[src/rtl/arb_request_ctrl.sv]
// Requester-side controller for the thermometer round-robin arbiter: holds one descriptor
// per port, locks the winner for a whole packet and polices the returned grant vector.
module arb_request_ctrl #(
    parameter int unsigned PORTS = 8,
    parameter int unsigned LEN_W = 4
) (
    input  logic                   clk,
    input  logic                   reset,
    input  logic [PORTS-1:0]       pkt_valid,
    input  logic [PORTS*LEN_W-1:0] pkt_len,
    output logic [PORTS-1:0]       pkt_ready,
    output logic [PORTS-1:0]       request,
    input  logic [PORTS-1:0]       grant,
    input  logic                   any_grant,
    output logic                   flit_valid,
    output logic [PORTS-1:0]       flit_src,
    output logic                   flit_tail,
    output logic                   proto_err
);

    typedef enum logic [0:0] {StIdle, StLock} state_e;

    state_e             state_q, state_d;
    logic [PORTS-1:0]   pending_q, pending_d;
    logic [LEN_W-1:0]   len_q [PORTS];
    logic [PORTS-1:0]   owner_q, owner_d;
    logic [LEN_W-1:0]   remaining_q, remaining_d;
    logic               flit_valid_q, flit_valid_d;
    logic [PORTS-1:0]   flit_src_q, flit_src_d;
    logic               flit_tail_q, flit_tail_d;
    logic               proto_err_q, proto_err_d;

    logic [PORTS-1:0]   enq;
    logic [PORTS-1:0]   clear_mask;
    logic [LEN_W-1:0]   sel_len;
    logic               grant_err;
    logic               grant_fire;
    logic               tail_fire;

    assign pkt_ready  = ~pending_q;
    assign request    = (state_q == StIdle) ? pending_q : (pending_q & owner_q);
    assign flit_valid = flit_valid_q;
    assign flit_src   = flit_src_q;
    assign flit_tail  = flit_tail_q;
    assign proto_err  = proto_err_q;

    assign enq = pkt_valid & ~pending_q;

    // Length of the granted port; grant is one-hot whenever this value is used.
    always_comb begin
        sel_len = '0;
        for (int i = 0; i < PORTS; i++) begin
            if (grant[i]) begin
                sel_len = sel_len | len_q[i];
            end
        end
    end

    always_comb begin
        grant_err = 1'b0;
        if ((grant & (grant - PORTS'(1))) != '0) grant_err = 1'b1;
        if ((grant & ~request) != '0)            grant_err = 1'b1;
        if (state_q == StLock && grant != '0 && grant != owner_q) grant_err = 1'b1;
        if (any_grant != (|grant))               grant_err = 1'b1;
    end

    assign grant_fire = !grant_err && (grant != '0);
    assign tail_fire  = grant_fire &&
                        (((state_q == StIdle) && (sel_len == LEN_W'(1))) ||
                         ((state_q == StLock) && (remaining_q == LEN_W'(1))));
    assign clear_mask = tail_fire ? grant : '0;

    always_comb begin
        state_d      = state_q;
        owner_d      = owner_q;
        remaining_d  = remaining_q;
        flit_valid_d = 1'b0;
        flit_src_d   = '0;
        flit_tail_d  = 1'b0;
        pending_d    = (pending_q & ~clear_mask) | enq;
        proto_err_d  = proto_err_q | grant_err | ((pkt_valid & pending_q) != '0);

        if (grant_fire) begin
            flit_valid_d = 1'b1;
            flit_src_d   = grant;
            flit_tail_d  = tail_fire;
            unique case (state_q)
                StIdle: begin
                    owner_d     = grant;
                    remaining_d = sel_len - LEN_W'(1);
                    if (!tail_fire) state_d = StLock;
                end
                StLock: begin
                    remaining_d = remaining_q - LEN_W'(1);
                    if (tail_fire) state_d = StIdle;
                end
                default: state_d = StIdle;
            endcase
        end
    end

    always_ff @(posedge clk or posedge reset) begin
        if (reset) begin
            state_q      <= StIdle;
            pending_q    <= '0;
            owner_q      <= '0;
            remaining_q  <= '0;
            flit_valid_q <= 1'b0;
            flit_src_q   <= '0;
            flit_tail_q  <= 1'b0;
            proto_err_q  <= 1'b0;
            for (int i = 0; i < PORTS; i++) begin
                len_q[i] <= '0;
            end
        end else begin
            state_q      <= state_d;
            pending_q    <= pending_d;
            owner_q      <= owner_d;
            remaining_q  <= remaining_d;
            flit_valid_q <= flit_valid_d;
            flit_src_q   <= flit_src_d;
            flit_tail_q  <= flit_tail_d;
            proto_err_q  <= proto_err_d;
            // Zero-length descriptors are stored as single-flit packets.
            for (int i = 0; i < PORTS; i++) begin
                if (enq[i]) begin
                    len_q[i] <= (pkt_len[i*LEN_W +: LEN_W] == '0) ? LEN_W'(1)
                                                                  : pkt_len[i*LEN_W +: LEN_W];
                end
            end
        end
    end

endmodule

[config.mk]
export PLATFORM = sky130hd
export DESIGN_NAME = arb_request_ctrl
export DESIGN_NICKNAME = d
export VERILOG_FILES = /design/src/rtl/arb_request_ctrl.sv
export SDC_FILE = /design/constraint.sdc
export NUM_CORES = 1
export LEC_CHECK = 0
export CORE_MARGIN = 2
export CORE_UTILIZATION = 49
export CTS_CLUSTER_SIZE = 12
export DETAILED_ROUTE_END_ITERATION = 16
export PLACE_DENSITY = 0.86
export REMOVE_ABC_BUFFERS = 1
export SLEW_MARGIN = 40
export SYNTH_ARGS = -nofsm -noshare
export SYNTH_HDL_FRONTEND = slang
export SYNTH_SLANG_ARGS = --single-unit
[constraint.sdc]
create_clock -name clk -period 2.6 [get_ports clk]
set_input_delay 0.39 -clock clk [delete_from_list [all_inputs] [get_ports clk]]
set_output_delay 0.39 -clock clk [all_outputs]
set_load 0.05 [all_outputs]
==> metrics.txt <==
MaxCap Viol Count 0; die height 84.2 µm; # DRC 0; kind of critical path in2reg; CTS tree built; Pwr Density 512 nW/µm²; Max FO, Critical Path 7; antenna-violating nets left 0; CTS H-tree lvls 3; grt total ovfl 0; Arrival @ worst endpoint 2740 ps; Initial Utilization 0.502; Worst-Skew Late Latency 340 ps; via count 2922; Seq/Total Area, Yosys 0.508; Worst VDD drop 0.332 mV; Setup Skew 8.40 ps; synthesized area 3150 µm²; hold buffer count at cts 0; Max Buffers Root-to-Sink 2; Fin Hold WS 393 ps; startpoint types input port; number of distinct library cells after synthesis 41; Ports 78; via-per-instance ratio 5.86; cells after synthesis 299; root buf cell clkbuf_8; Worst Path Required 2800 ps; CTS Sinks 64; IO buf count 77; final period utilization 0.978; Seq cells post-synth 64; Final Max Tran Viols 0; Final Hold Viols 0; initial antenna violation count 0; Final nets 472; Power Total 2.31 mW; WL per Instance 18.7 µm; vias in the first global route 3073; Post-Layout Inst Area 4510 µm²; largest net degree at the start of global routing 33; layout cells sized above 1 0.232; GPL Wtd Cong 1.07; crit path time final 2540 ps; Final TNS setup 0 ps; Avg Cell Area, Syn 10.5 µm²; fmax 393 MHz; P&R area growth vs syn 43.1%; CTS Buf Count 9; placed cell area 4240 µm²; Die Span X 84.2 µm; DR pass1 iterations 5; final wirelength 9.32 mm; Clock transition at path regs 70 ps; status completed; share of Yosys cell area claimed by the top area cell type 0.508; GRT Overall Usage 0.270; post-DP HPWL 6.92 mm; Slew @ Worst Pin 526 ps; Final setup viols 0; relative slew slack 0.648; 1st-iter DRT viols 357; largest cells by area after synthesis dfrtp_1, mux2_2, a22oi_1; diode count 0; CP Capture Type register; first-pass GRT wire length 14.9 mm; Core Box Area 6280 µm²; leading area contributor after synthesis dfrtp_1; Final Util 0.718; synthesis warning total 0; Site Rows 29; Leak 2.16 nW; Die Area 7090 µm²; Hold Path Class in2reg
## layout make-up
class	instances	area, µm²
clock buffer	10	128
clock inverter	6	83.8
fill	446	1770
inverter	19	71.3
multi-input combinational	205	1450
sequential	64	1600
tap	77	96.3
timing repair buffer	118	1080
## registers in the layout, indices dropped and copies added, names as in the netlist
name	count
flit_valid	1
proto_err	1
flit_tail	1
pending_q	8
state_q	1
owner_q	8
flit_src	8
remaining_q	4
len_q	32
## stage by stage
step,instances,worst slack [ps]
after floorplan,288,67.7
after global placement,477,-504
after detailed placement,477,-623
after CTS,496,37.1
after global routing,499,-1.88
final,499,57.1
## per-layer routing
metal,track usage,up-vias,routed length (µm)
li1,-,1306,-
met1,0.316,1402,3400
met2,0.483,177,4840
met3,0.0462,37,776
met4,0.123,0,302
met5,0,-,0
## cells in the final DEF (no fill, tap or decap), types with 4 or more instances in the layout
| master | n |
|---|---|
| clkbuf_8 | 9 |
| nand3_1 | 6 |
| a21oi_1 | 11 |
| inv_1 | 17 |
| xor2_1 | 10 |
| nand4_1 | 6 |
| mux2_2 | 32 |
| nor4_1 | 4 |
| buf_4 | 39 |
| nor3_1 | 9 |
| nand2_1 | 17 |
| clkdlybuf4s50_1 | 70 |
| a211oi_1 | 5 |
| nor2_1 | 25 |
| dfrtp_1 | 64 |
| o21ai_0 | 15 |
| ha_1 | 4 |
| and2_1 | 11 |
| a22oi_1 | 18 |
## path summary, 6_finish.rpt
path	to	startpoint	slack, ps	depth (start not counted)
setup / recovery	remaining_q[2]	grant[0]	60	10
max in group asynchronous	pending_q[7]	reset	1830	3
hold reg to reg	len_q[24]	len_q[24]	490	2
hold / removal	owner_q[2]	grant[2]	390	2
setup reg to reg	owner_q[0]	state_q	270	9
min in group asynchronous	flit_src[0]	reset	470	3
## cells by family (layout without fill, tap and decap cells)
group | after synthesis | after routing | synth area share
AND/OR/NAND/NOR | 96 | 96 | 0.165
multiplexers | 34 | 34 | 0.121
adder cells (fa/ha/maj) | 4 | 4 | 0.0159
XOR/XNOR | 10 | 10 | 0.0278
AO/OA/AOI/OAI | 61 | 61 | 0.126
flip-flops | 64 | 64 | 0.508
buffers and inverters | 30 | 153 | 0.0361
## where the power goes
part | internal [mW] | total [mW] | switching, mW | leakage [nW]
clock network | 0.537 | 0.921 | 0.385 | 0.110
registers | 1.04 | 1.07 | 0.0272 | 0.792
logic | 0.169 | 0.318 | 0.149 | 1.26
total | 1.75 | 2.31 | 0.561 | 2.16
## repair_timing
item	in CTS	in global routing
pin swaps	1	3
gates resized for setup	8	11
gates cloned	1	0
setup endpoints to repair	31	15
buffers inserted	2	3
## worst max-delay path: stages
cell	delay, ps
clkdlybuf4s15_1	210
or4_4	550
or4_1	480
o21a_1	200
buf_4	140
nor2_4	120
buf_6	120
nor4b_4	270
buf_6	170
o211ai_1	90
## cells in the mapped netlist
cell and count:
a31oi_1 2, nor4b_1 2, a32o_1 1, and2_1 11, a32oi_1 1, a211oi_1 5, o21a_1 1, nor2_2 1
a222oi_1 1, or4_4 1, a221o_1 1, or2_2 1, clkinv_1 1, inv_1 18, nor4_1 4, o211ai_1 2
nand3_1 6, nand2_1 17, a22oi_1 18, nor4b_4 1, dfrtp_1 64, nor2_1 25, xor2_1 10, mux2i_1 2
ha_1 4, and4_1 1, a21oi_1 11, o21ai_0 16, nand4_1 6, or4_1 2, clkbuf_1 10, nor3b_1 1
o31ai_1 1, nor3_1 9, nor3_4 1, nor2b_1 3, mux2_2 32, and3_1 1, a21boi_0 1, nand2b_1 3
buf_2 1
Power figures use the tool's default switching activity.
